**config.mk**
```make
export PLATFORM = sky130hd
export DESIGN_NAME = snitch_icache_l0_refill_arbiter_flat
export DESIGN_NICKNAME = d
export VERILOG_FILES = /design/src/rtl/snitch_icache_l0_refill_arbiter_if.sv /design/src/rtl/snitch_icache_l0_refill_arbiter.sv /design/src/flat_wrapper.sv
export SDC_FILE = /design/constraint.sdc
export NUM_CORES = 1
export LEC_CHECK = 0
export BUFFER_PORTS_ARGS = -buffer_cell sky130_fd_sc_hd__buf_2
export CAP_MARGIN = 25
export CORE_AREA = 5 5 331 333
export CTS_CLUSTER_DIAMETER = 40
export DETAILED_ROUTE_END_ITERATION = 10
export DIE_AREA = 0 0 336 338
export GPL_TIMING_DRIVEN = 1
export SLEW_MARGIN = 25
export SYNTH_ARGS = -nofsm -noshare
export SYNTH_HDL_FRONTEND = slang
export SYNTH_SLANG_ARGS = --single-unit
```
**constraint.sdc**
```tcl
create_clock -name clk_i -period 3.9 [get_ports clk_i]
set_input_delay 0.195 -clock clk_i [delete_from_list [all_inputs] [get_ports clk_i]]
set_output_delay 0.195 -clock clk_i [all_outputs]
set_load 0.01 [all_outputs]
```
**src/rtl/snitch_icache_l0_refill_arbiter_if.sv**
```systemverilog
`default_nettype none
// ============================================================================
// Module   : snitch_icache_l0_refill_arbiter_if
// Purpose  : Bundles the L0-side refill ports (NR_PORTS flattened lanes) and
//            the shared L1-side refill channel into one interface.
// Ports    : in_req_*  : per-L0 refill requests (addr, id, valid/ready)
//            in_rsp_*  : per-L0 refill responses (data, error, id, valid/ready)
//            out_req_* : arbitrated request towards L1
//            out_rsp_* : L1 response to be routed back
// Modports : slave  - the arbiter's view (directions as named by _i/_o)
//            master - the surrounding logic driving/observing the arbiter
// Revision : 1.0 - initial release
// ============================================================================
interface snitch_icache_l0_refill_arbiter_if #(
   parameter int NR_PORTS   = 4,
   parameter int FETCH_AW   = 32,
   parameter int LINE_WIDTH = 128,
   parameter int ID_WIDTH   = 3
);
   logic [NR_PORTS*FETCH_AW-1:0]   in_req_addr_i;
   logic [NR_PORTS*ID_WIDTH-1:0]   in_req_id_i;
   logic [NR_PORTS-1:0]            in_req_valid_i;
   logic [NR_PORTS-1:0]            in_req_ready_o;
   logic [NR_PORTS*LINE_WIDTH-1:0] in_rsp_data_o;
   logic [NR_PORTS-1:0]            in_rsp_error_o;
   logic [NR_PORTS*ID_WIDTH-1:0]   in_rsp_id_o;
   logic [NR_PORTS-1:0]            in_rsp_valid_o;
   logic [NR_PORTS-1:0]            in_rsp_ready_i;
   logic [FETCH_AW-1:0]            out_req_addr_o;
   logic [ID_WIDTH-1:0]            out_req_id_o;
   logic                           out_req_valid_o;
   logic                           out_req_ready_i;
   logic [LINE_WIDTH-1:0]          out_rsp_data_i;
   logic                           out_rsp_error_i;
   logic [ID_WIDTH-1:0]            out_rsp_id_i;
   logic                           out_rsp_valid_i;
   logic                           out_rsp_ready_o;

   modport slave (
      input  in_req_addr_i, in_req_id_i, in_req_valid_i,
      output in_req_ready_o,
      output in_rsp_data_o, in_rsp_error_o, in_rsp_id_o, in_rsp_valid_o,
      input  in_rsp_ready_i,
      output out_req_addr_o, out_req_id_o, out_req_valid_o,
      input  out_req_ready_i,
      input  out_rsp_data_i, out_rsp_error_i, out_rsp_id_i, out_rsp_valid_i,
      output out_rsp_ready_o
   );

   modport master (
      output in_req_addr_i, in_req_id_i, in_req_valid_i,
      input  in_req_ready_o,
      input  in_rsp_data_o, in_rsp_error_o, in_rsp_id_o, in_rsp_valid_o,
      output in_rsp_ready_i,
      input  out_req_addr_o, out_req_id_o, out_req_valid_o,
      output out_req_ready_i,
      output out_rsp_data_i, out_rsp_error_i, out_rsp_id_i, out_rsp_valid_i,
      input  out_rsp_ready_o
   );
endinterface
`default_nettype wire

```
**src/rtl/snitch_icache_l0_refill_arbiter.sv**
```systemverilog
`default_nettype none
// ============================================================================
// Module   : snitch_icache_l0_refill_arbiter
// Purpose  : Shares one L1 refill channel between NR_PORTS private L0 caches.
//            Demand refills beat prefetches, round-robin within a class, a
//            stalled grant is held until its handshake, responses are routed
//            by the port field of their ID, and each L0 is capped at
//            MAX_OUTSTANDING refills in flight.
// Ports    : clk_i  - clock
//            rst_ni - asynchronous reset, active low
//            bus    - refill interface (slave modport), see the _if file
// Revision : 1.0 - initial release
// ============================================================================
module snitch_icache_l0_refill_arbiter #(
   parameter int NR_PORTS        = 4,
   parameter int FETCH_AW        = 32,
   parameter int LINE_WIDTH      = 128,
   parameter int ID_WIDTH        = 3,
   parameter int MAX_OUTSTANDING = 2,
   parameter bit ASSERT_EN       = 1'b1
) (
   input  logic clk_i,
   input  logic rst_ni,
   snitch_icache_l0_refill_arbiter_if.slave bus
);
   localparam int PW = $clog2(NR_PORTS);
   localparam int CW = $clog2(MAX_OUTSTANDING + 1);
   localparam logic [CW-1:0] C_MAX = CW'(MAX_OUTSTANDING);

   localparam logic [0:0] ST_IDLE   = 1'b0;
   localparam logic [0:0] ST_LOCKED = 1'b1;

   logic [0:0]          state_q, state_d;
   logic [PW-1:0]       lock_idx_q, lock_idx_d;
   logic [PW-1:0]       rr_q, rr_d;
   logic [CW-1:0]       cnt_q [NR_PORTS];
   logic [CW-1:0]       cnt_d [NR_PORTS];

   logic [FETCH_AW-1:0] addr_arr [NR_PORTS];
   logic [ID_WIDTH-1:0] id_arr   [NR_PORTS];
   logic [NR_PORTS-1:0] eligible, demand, prefetch, cand;
   logic [PW-1:0]       rr_pick;
   logic                rr_found;
   logic [PW:0]         rr_sum;
   logic [PW-1:0]       grant_idx;
   logic                req_valid;
   logic                req_hs;

   logic [ID_WIDTH-2:0] rsp_port;
   logic                rsp_port_ok;
   logic                rsp_ready;
   logic                rsp_hs;
   logic                rsp_cnt_zero;
   logic                rsp_underflow;

   // ---------------------------------------------------------------- request
   for (genvar i = 0; i < NR_PORTS; i++) begin : g_port
      assign addr_arr[i] = bus.in_req_addr_i[i*FETCH_AW +: FETCH_AW];
      assign id_arr[i]   = bus.in_req_id_i[i*ID_WIDTH +: ID_WIDTH];
      assign eligible[i] = bus.in_req_valid_i[i] && (cnt_q[i] < C_MAX);
      assign demand[i]   = eligible[i] && !id_arr[i][0];
      assign prefetch[i] = eligible[i] &&  id_arr[i][0];
      assign bus.in_req_ready_o[i] = req_valid && bus.out_req_ready_i
                                     && (grant_idx == PW'(i));
      // Line, error and ID are broadcast; only the valid is steered.
      assign bus.in_rsp_data_o[i*LINE_WIDTH +: LINE_WIDTH] = bus.out_rsp_data_i;
      assign bus.in_rsp_id_o[i*ID_WIDTH +: ID_WIDTH]       = bus.out_rsp_id_i;
      assign bus.in_rsp_error_o[i] = bus.out_rsp_error_i;
      assign bus.in_rsp_valid_o[i] = bus.out_rsp_valid_i
                                     && (rsp_port == (ID_WIDTH-1)'(i));
   end

   // Prefetches only compete when no eligible demand exists.
   assign cand = (|demand) ? demand : prefetch;

   // First candidate at or after rr_q, wrapping modulo NR_PORTS.
   always_comb begin
      rr_pick  = rr_q;
      rr_found = 1'b0;
      rr_sum   = '0;
      for (int k = 0; k < NR_PORTS; k++) begin
         rr_sum = {1'b0, rr_q} + (PW+1)'(k);
         if (rr_sum >= (PW+1)'(NR_PORTS)) begin
            rr_sum = rr_sum - (PW+1)'(NR_PORTS);
         end
         if (!rr_found && cand[rr_sum[PW-1:0]]) begin
            rr_found = 1'b1;
            rr_pick  = rr_sum[PW-1:0];
         end
      end
   end

   // ------------------------------------------------------------- lock FSM
   always_ff @(posedge clk_i or negedge rst_ni) begin
      if (!rst_ni) begin
         state_q    <= ST_IDLE;
         lock_idx_q <= '0;
      end else begin
         state_q    <= state_d;
         lock_idx_q <= lock_idx_d;
      end
   end

   always_comb begin
      state_d    = state_q;
      lock_idx_d = lock_idx_q;
      case (state_q)
         ST_IDLE: begin
            if (req_valid && !bus.out_req_ready_i) begin
               state_d    = ST_LOCKED;
               lock_idx_d = grant_idx;
            end
         end
         ST_LOCKED: begin
            if (req_valid && bus.out_req_ready_i) begin
               state_d = ST_IDLE;
            end
         end
         default: state_d = ST_IDLE;
      endcase
   end

   // A stalled request keeps its grant so addr/id stay stable towards L1,
   // even if a higher-priority demand shows up in the meantime.
   always_comb begin
      grant_idx = rr_pick;
      req_valid = |cand;
      if (state_q == ST_LOCKED) begin
         grant_idx = lock_idx_q;
         req_valid = bus.in_req_valid_i[lock_idx_q];
      end
   end

   assign req_hs              = req_valid && bus.out_req_ready_i;
   assign bus.out_req_valid_o = req_valid;
   assign bus.out_req_addr_o  = addr_arr[grant_idx];
   assign bus.out_req_id_o    = id_arr[grant_idx];

   // --------------------------------------------------------------- response
   assign rsp_port    = bus.out_rsp_id_i[ID_WIDTH-1:1];
   assign rsp_port_ok = {1'b0, rsp_port} < ID_WIDTH'(NR_PORTS);

   // Out-of-range port IDs keep ready high so the bogus response drains.
   always_comb begin
      rsp_ready    = 1'b1;
      rsp_cnt_zero = 1'b0;
      for (int i = 0; i < NR_PORTS; i++) begin
         if (rsp_port == (ID_WIDTH-1)'(i)) begin
            rsp_ready    = bus.in_rsp_ready_i[i];
            rsp_cnt_zero = (cnt_q[i] == '0);
         end
      end
   end

   assign bus.out_rsp_ready_o = rsp_ready;
   assign rsp_hs        = bus.out_rsp_valid_i && rsp_ready && rsp_port_ok;
   assign rsp_underflow = rsp_hs && rsp_cnt_zero;

   // -------------------------------------------------------------- counters
   always_comb begin
      for (int i = 0; i < NR_PORTS; i++) begin
         cnt_d[i] = cnt_q[i];
         case ({req_hs && (grant_idx == PW'(i)),
                rsp_hs && (rsp_port == (ID_WIDTH-1)'(i)) && (cnt_q[i] != '0)})
            2'b10:   cnt_d[i] = cnt_q[i] + CW'(1);
            2'b01:   cnt_d[i] = cnt_q[i] - CW'(1);
            default: cnt_d[i] = cnt_q[i];
         endcase
      end
   end

   always_comb begin
      rr_d = rr_q;
      if (req_hs) begin
         rr_d = (grant_idx == PW'(NR_PORTS - 1)) ? '0 : grant_idx + PW'(1);
      end
   end

   always_ff @(posedge clk_i or negedge rst_ni) begin
      if (!rst_ni) begin
         rr_q <= '0;
         for (int i = 0; i < NR_PORTS; i++) cnt_q[i] <= '0;
      end else begin
         rr_q <= rr_d;
         for (int i = 0; i < NR_PORTS; i++) cnt_q[i] <= cnt_d[i];
      end
   end

   // ------------------------------------------------------------- assertions
   if (ASSERT_EN) begin : g_assert
      always_ff @(posedge clk_i) begin
         if (rst_ni) begin
            assert (!(state_q == ST_LOCKED && !bus.in_req_valid_i[lock_idx_q]))
               else $error("locked port dropped its request valid");
            assert (!(bus.out_rsp_valid_i && !rsp_port_ok))
               else $error("response ID addresses a non-existent port");
            assert (!rsp_underflow)
               else $error("response for a port with no refill in flight");
         end
      end
   end

endmodule
`default_nettype wire

```
**src/flat_wrapper.sv**
```systemverilog
// flat-port wrapper written by rule: the top's interface ports become plain ports
module snitch_icache_l0_refill_arbiter_flat 
#(
   parameter int NR_PORTS        = 4,
   parameter int FETCH_AW        = 32,
   parameter int LINE_WIDTH      = 128,
   parameter int ID_WIDTH        = 3,
   parameter int MAX_OUTSTANDING = 2,
   parameter bit ASSERT_EN       = 1'b1
)
  (clk_i, rst_ni, bus_in_req_addr_i, bus_in_req_id_i, bus_in_req_valid_i, bus_in_req_ready_o, bus_in_rsp_data_o, bus_in_rsp_error_o, bus_in_rsp_id_o, bus_in_rsp_valid_o, bus_in_rsp_ready_i, bus_out_req_addr_o, bus_out_req_id_o, bus_out_req_valid_o, bus_out_req_ready_i, bus_out_rsp_data_i, bus_out_rsp_error_i, bus_out_rsp_id_i, bus_out_rsp_valid_i, bus_out_rsp_ready_o);
  snitch_icache_l0_refill_arbiter_if #(.NR_PORTS(NR_PORTS), .FETCH_AW(FETCH_AW), .LINE_WIDTH(LINE_WIDTH), .ID_WIDTH(ID_WIDTH)) bus_i ();
  input  logic clk_i;
  input  logic rst_ni;
  input wire logic [$bits(bus_i.in_req_addr_i)-1:0] bus_in_req_addr_i;
  input wire logic [$bits(bus_i.in_req_id_i)-1:0] bus_in_req_id_i;
  input wire logic [$bits(bus_i.in_req_valid_i)-1:0] bus_in_req_valid_i;
  output wire logic [$bits(bus_i.in_req_ready_o)-1:0] bus_in_req_ready_o;
  output wire logic [$bits(bus_i.in_rsp_data_o)-1:0] bus_in_rsp_data_o;
  output wire logic [$bits(bus_i.in_rsp_error_o)-1:0] bus_in_rsp_error_o;
  output wire logic [$bits(bus_i.in_rsp_id_o)-1:0] bus_in_rsp_id_o;
  output wire logic [$bits(bus_i.in_rsp_valid_o)-1:0] bus_in_rsp_valid_o;
  input wire logic [$bits(bus_i.in_rsp_ready_i)-1:0] bus_in_rsp_ready_i;
  output wire logic [$bits(bus_i.out_req_addr_o)-1:0] bus_out_req_addr_o;
  output wire logic [$bits(bus_i.out_req_id_o)-1:0] bus_out_req_id_o;
  output wire logic [$bits(bus_i.out_req_valid_o)-1:0] bus_out_req_valid_o;
  input wire logic [$bits(bus_i.out_req_ready_i)-1:0] bus_out_req_ready_i;
  input wire logic [$bits(bus_i.out_rsp_data_i)-1:0] bus_out_rsp_data_i;
  input wire logic [$bits(bus_i.out_rsp_error_i)-1:0] bus_out_rsp_error_i;
  input wire logic [$bits(bus_i.out_rsp_id_i)-1:0] bus_out_rsp_id_i;
  input wire logic [$bits(bus_i.out_rsp_valid_i)-1:0] bus_out_rsp_valid_i;
  output wire logic [$bits(bus_i.out_rsp_ready_o)-1:0] bus_out_rsp_ready_o;
  assign bus_i.in_req_addr_i = bus_in_req_addr_i;
  assign bus_i.in_req_id_i = bus_in_req_id_i;
  assign bus_i.in_req_valid_i = bus_in_req_valid_i;
  assign bus_in_req_ready_o = bus_i.in_req_ready_o;
  assign bus_in_rsp_data_o = bus_i.in_rsp_data_o;
  assign bus_in_rsp_error_o = bus_i.in_rsp_error_o;
  assign bus_in_rsp_id_o = bus_i.in_rsp_id_o;
  assign bus_in_rsp_valid_o = bus_i.in_rsp_valid_o;
  assign bus_i.in_rsp_ready_i = bus_in_rsp_ready_i;
  assign bus_out_req_addr_o = bus_i.out_req_addr_o;
  assign bus_out_req_id_o = bus_i.out_req_id_o;
  assign bus_out_req_valid_o = bus_i.out_req_valid_o;
  assign bus_i.out_req_ready_i = bus_out_req_ready_i;
  assign bus_i.out_rsp_data_i = bus_out_rsp_data_i;
  assign bus_i.out_rsp_error_i = bus_out_rsp_error_i;
  assign bus_i.out_rsp_id_i = bus_out_rsp_id_i;
  assign bus_i.out_rsp_valid_i = bus_out_rsp_valid_i;
  assign bus_out_rsp_ready_o = bus_i.out_rsp_ready_o;
  snitch_icache_l0_refill_arbiter #(.NR_PORTS(NR_PORTS), .FETCH_AW(FETCH_AW), .LINE_WIDTH(LINE_WIDTH), .ID_WIDTH(ID_WIDTH), .MAX_OUTSTANDING(MAX_OUTSTANDING), .ASSERT_EN(ASSERT_EN)) u_core (.clk_i(clk_i), .rst_ni(rst_ni), .bus(bus_i));
endmodule
```
==> results.cfg <==
[yosys]
synth_cell_type_count = 48
synth_edf_count = 0
synth.avg_cell_area_sq_um = 8.51
syn_nets = 1002
synthCells = 714
async_flop_share = 1.00
yosysSeqAreaShare = 0.0536
synth-main-ff-cell = dfrtp_1
synth-seq-cells = 13
synth_area_sq_um = 6070
yosys_warnings = 0

[clocking]
cts_buffer_depth = 2
cts_sinks = 13
clk_pin_slew_ps = 50
tritoncts = done
cts_buffers = 3
clk_latency_ps = 250
htreeDepth = 1
cts_root_buffer = clkbuf_16

[timing]
maxSlewViolCount = 0
min_period_ps = 3790
period_share = 0.972
skew_ps = 2.15
fmaxAchievable_mhz = 264
rsz0062_at_grt = no
finalSetupViolCount = 0
fin_setup_tns_ps = 0
slew_headroom = 0.621
hold_violations = 0
tightest_slew_ps = 562

[pwr]
power_switching_w = 0.00221
p_per_area_nw_per_um2 = 779
swShare = 0.548
combinationalPowerShare = 0.868
p_leak_nw = 1.67
power_frac_clock = 0.050
ir_drop_mv = 0.475
seq_power_share = 0.082
p_int_w = 0.00182

[routing]
ant_nets = 0
met3WireLength_um = 11000
wirelength_um = 43700
wl_met1_um = 12300
drtPass1Iterations = 4
viasPerCell = 1.92
drc = 0
first_iter_violations = 90
wl_per_cell_um = 24.1
wl_met2_um = 18500
top_layer = met5
num_vias = 3471

[critical_path]
crit_type = flip-flop to output port
rr_worst_depth = 12
r2r_slack_ps = 260
cp_data_arrival_time_ps = 3600
crit_required_ps = 3700
end_kind = output port
startpoint_type = flip-flop
path_max_fanout = 7
r2r_end = u_core.cnt_q[7]
reg2reg_from = u_core.cnt_q[1]
setup.worst_path.start = u_core.cnt_q[1]

[grt]
grt_max_degree = 36
grt_use_total = 0.0687
overflow = 0
grt_pass1_vias = 3684
antenna_found_initial = 21
grt_pass1_wl_um = 48300

[die]
fp-row-count = 120
die_h_um = 338
core_area_sq_um = 106000
die-area_sq_um = 114000
ios = 857
start_util = 0.0571
die_w_um = 336

[hold_path]
hold_class = input port to flip-flop
min_path_cells = 3
hp-start = bus_out_req_ready_i

[cells_and_area]
synthToLayoutAreaGrowth_pct = -14.9
nets = 689
drive_gt1_frac = 0.688
layout_common_cells = buf_2, mux4_2, nor2_1
final_core_util = 0.0486
final_common_cell = buf_2

[job]
maxCapViolations = 0

[status]
status = finished clean

[place]
port_buffers = 206
gp_congestion = 0.791
dp_hpwl_um = 38900
## synth_stat cells (all sizes together) (3+ instances only)
master / instances / area share
a21oi: 5 / 0.0041
and2: 3 / 0.0031
buf: 535 / 0.66
clkbuf: 3 / 0.0019
dfrtp: 13 / 0.054
ha: 4 / 0.0082
inv: 4 / 0.0025
mux4: 37 / 0.14
nand2: 11 / 0.0068
nand2b: 5 / 0.0051
nor2: 22 / 0.014
nor2b: 6 / 0.0062
nor3: 4 / 0.0041
nor3b: 5 / 0.012
o21ai: 10 / 0.0082
o32ai: 5 / 0.0072
or3b: 4 / 0.0062
xnor2: 9 / 0.013
xor2: 4 / 0.0058
## timing repair
action                                  CTS  global route
gates resized for setup                   0             5
setup buffers                             0             5
hold endpoints to repair                 13             0
hold buffers                              1             0
endpoints found under the setup margin    0            28
## flip-flops by register name, summed over array words and instances, names as in the netlist, named ones only
register / flops
u_core.rr_q: 2
u_core.lock_idx_q: 2
u_core.cnt_q: 8
## critical path, cell delays in order (launching register included)
cell	delay [ps]
dfrtp_1	450
nor3b_4	350
o32ai_1	150
a32o_1	300
a32o_1	280
or4_4	510
nand4_4	110
buf_12	140
clkbuf_16	200
buf_4	160
mux4_2	500
buf_2	180
## how the worst max path moves through the flow
stage | to | slack (ps) | cells after the start
floorplan | u_core.cnt_q[7] | 720 | 11
global placement | bus_out_req_addr_o[25] | 330 | 9
detailed placement | bus_out_req_addr_o[25] | 330 | 9
CTS | bus_out_req_addr_o[25] | 50 | 9
global route | bus_out_req_id_o[1] | 1 | 11
finish | bus_out_req_id_o[1] | 110 | 11
## logic make-up after synthesis
| logic type | count (synthesis) | synth area share |
|---|---|---|
| buffers and inverters | 542 | 0.666 |
| AND/OR/NAND/NOR | 70 | 0.0698 |
| multiplexers | 39 | 0.141 |
| AO/OA/AOI/OAI | 33 | 0.0428 |
| XOR/XNOR | 13 | 0.0187 |
| flip-flops | 13 | 0.0536 |
| adder cells (fa/ha/maj) | 4 | 0.00824 |
## power groups by stage
stage	Clock [W]	Sequential (W)	Combinational, W
3_3_place_gp	0	0.000326	0.00323
4_1_cts	0.000203	0.000329	0.00325
3_5_place_dp	0	0.000330	0.00323
6_report	0.000200	0.000331	0.00350
5_1_grt	0.000210	0.000344	0.00382
2_1_floorplan	0	0.000279	0.00226
## stage by stage
stage	worst slack (ps)	power (W)	std cells	cell area, sq um	hold slack [ps]
after floorplan	717	0.00254	714	6070	-101
after global placement	333	0.00355	1791	4910	145
after detailed placement	327	0.00356	1791	4910	144
after CTS	51.7	0.00378	1796	5000	317
after global routing	1.21	0.00438	1807	5150	352
final	108	0.00403	1812	5170	324
## per-layer routing
metal | global-route usage | vias up
li1 | - | 1194
met1 | 0.0520 | 1474
met2 | 0.107 | 696
met3 | 0.0860 | 99
met4 | 0.0203 | 8
met5 | 0 | -
## cell type report
cell class,count,area [sq um]
fillers,12650,101000
multi-input cells,159,1730
repair buffers,220,1240
inverters,4,15.0
diodes,9,22.5
flip-flops and latches,13,325
well taps,1403,1760
clock buffers,4,78.8
No activity file was read; power rests on OpenSTA's default activity.
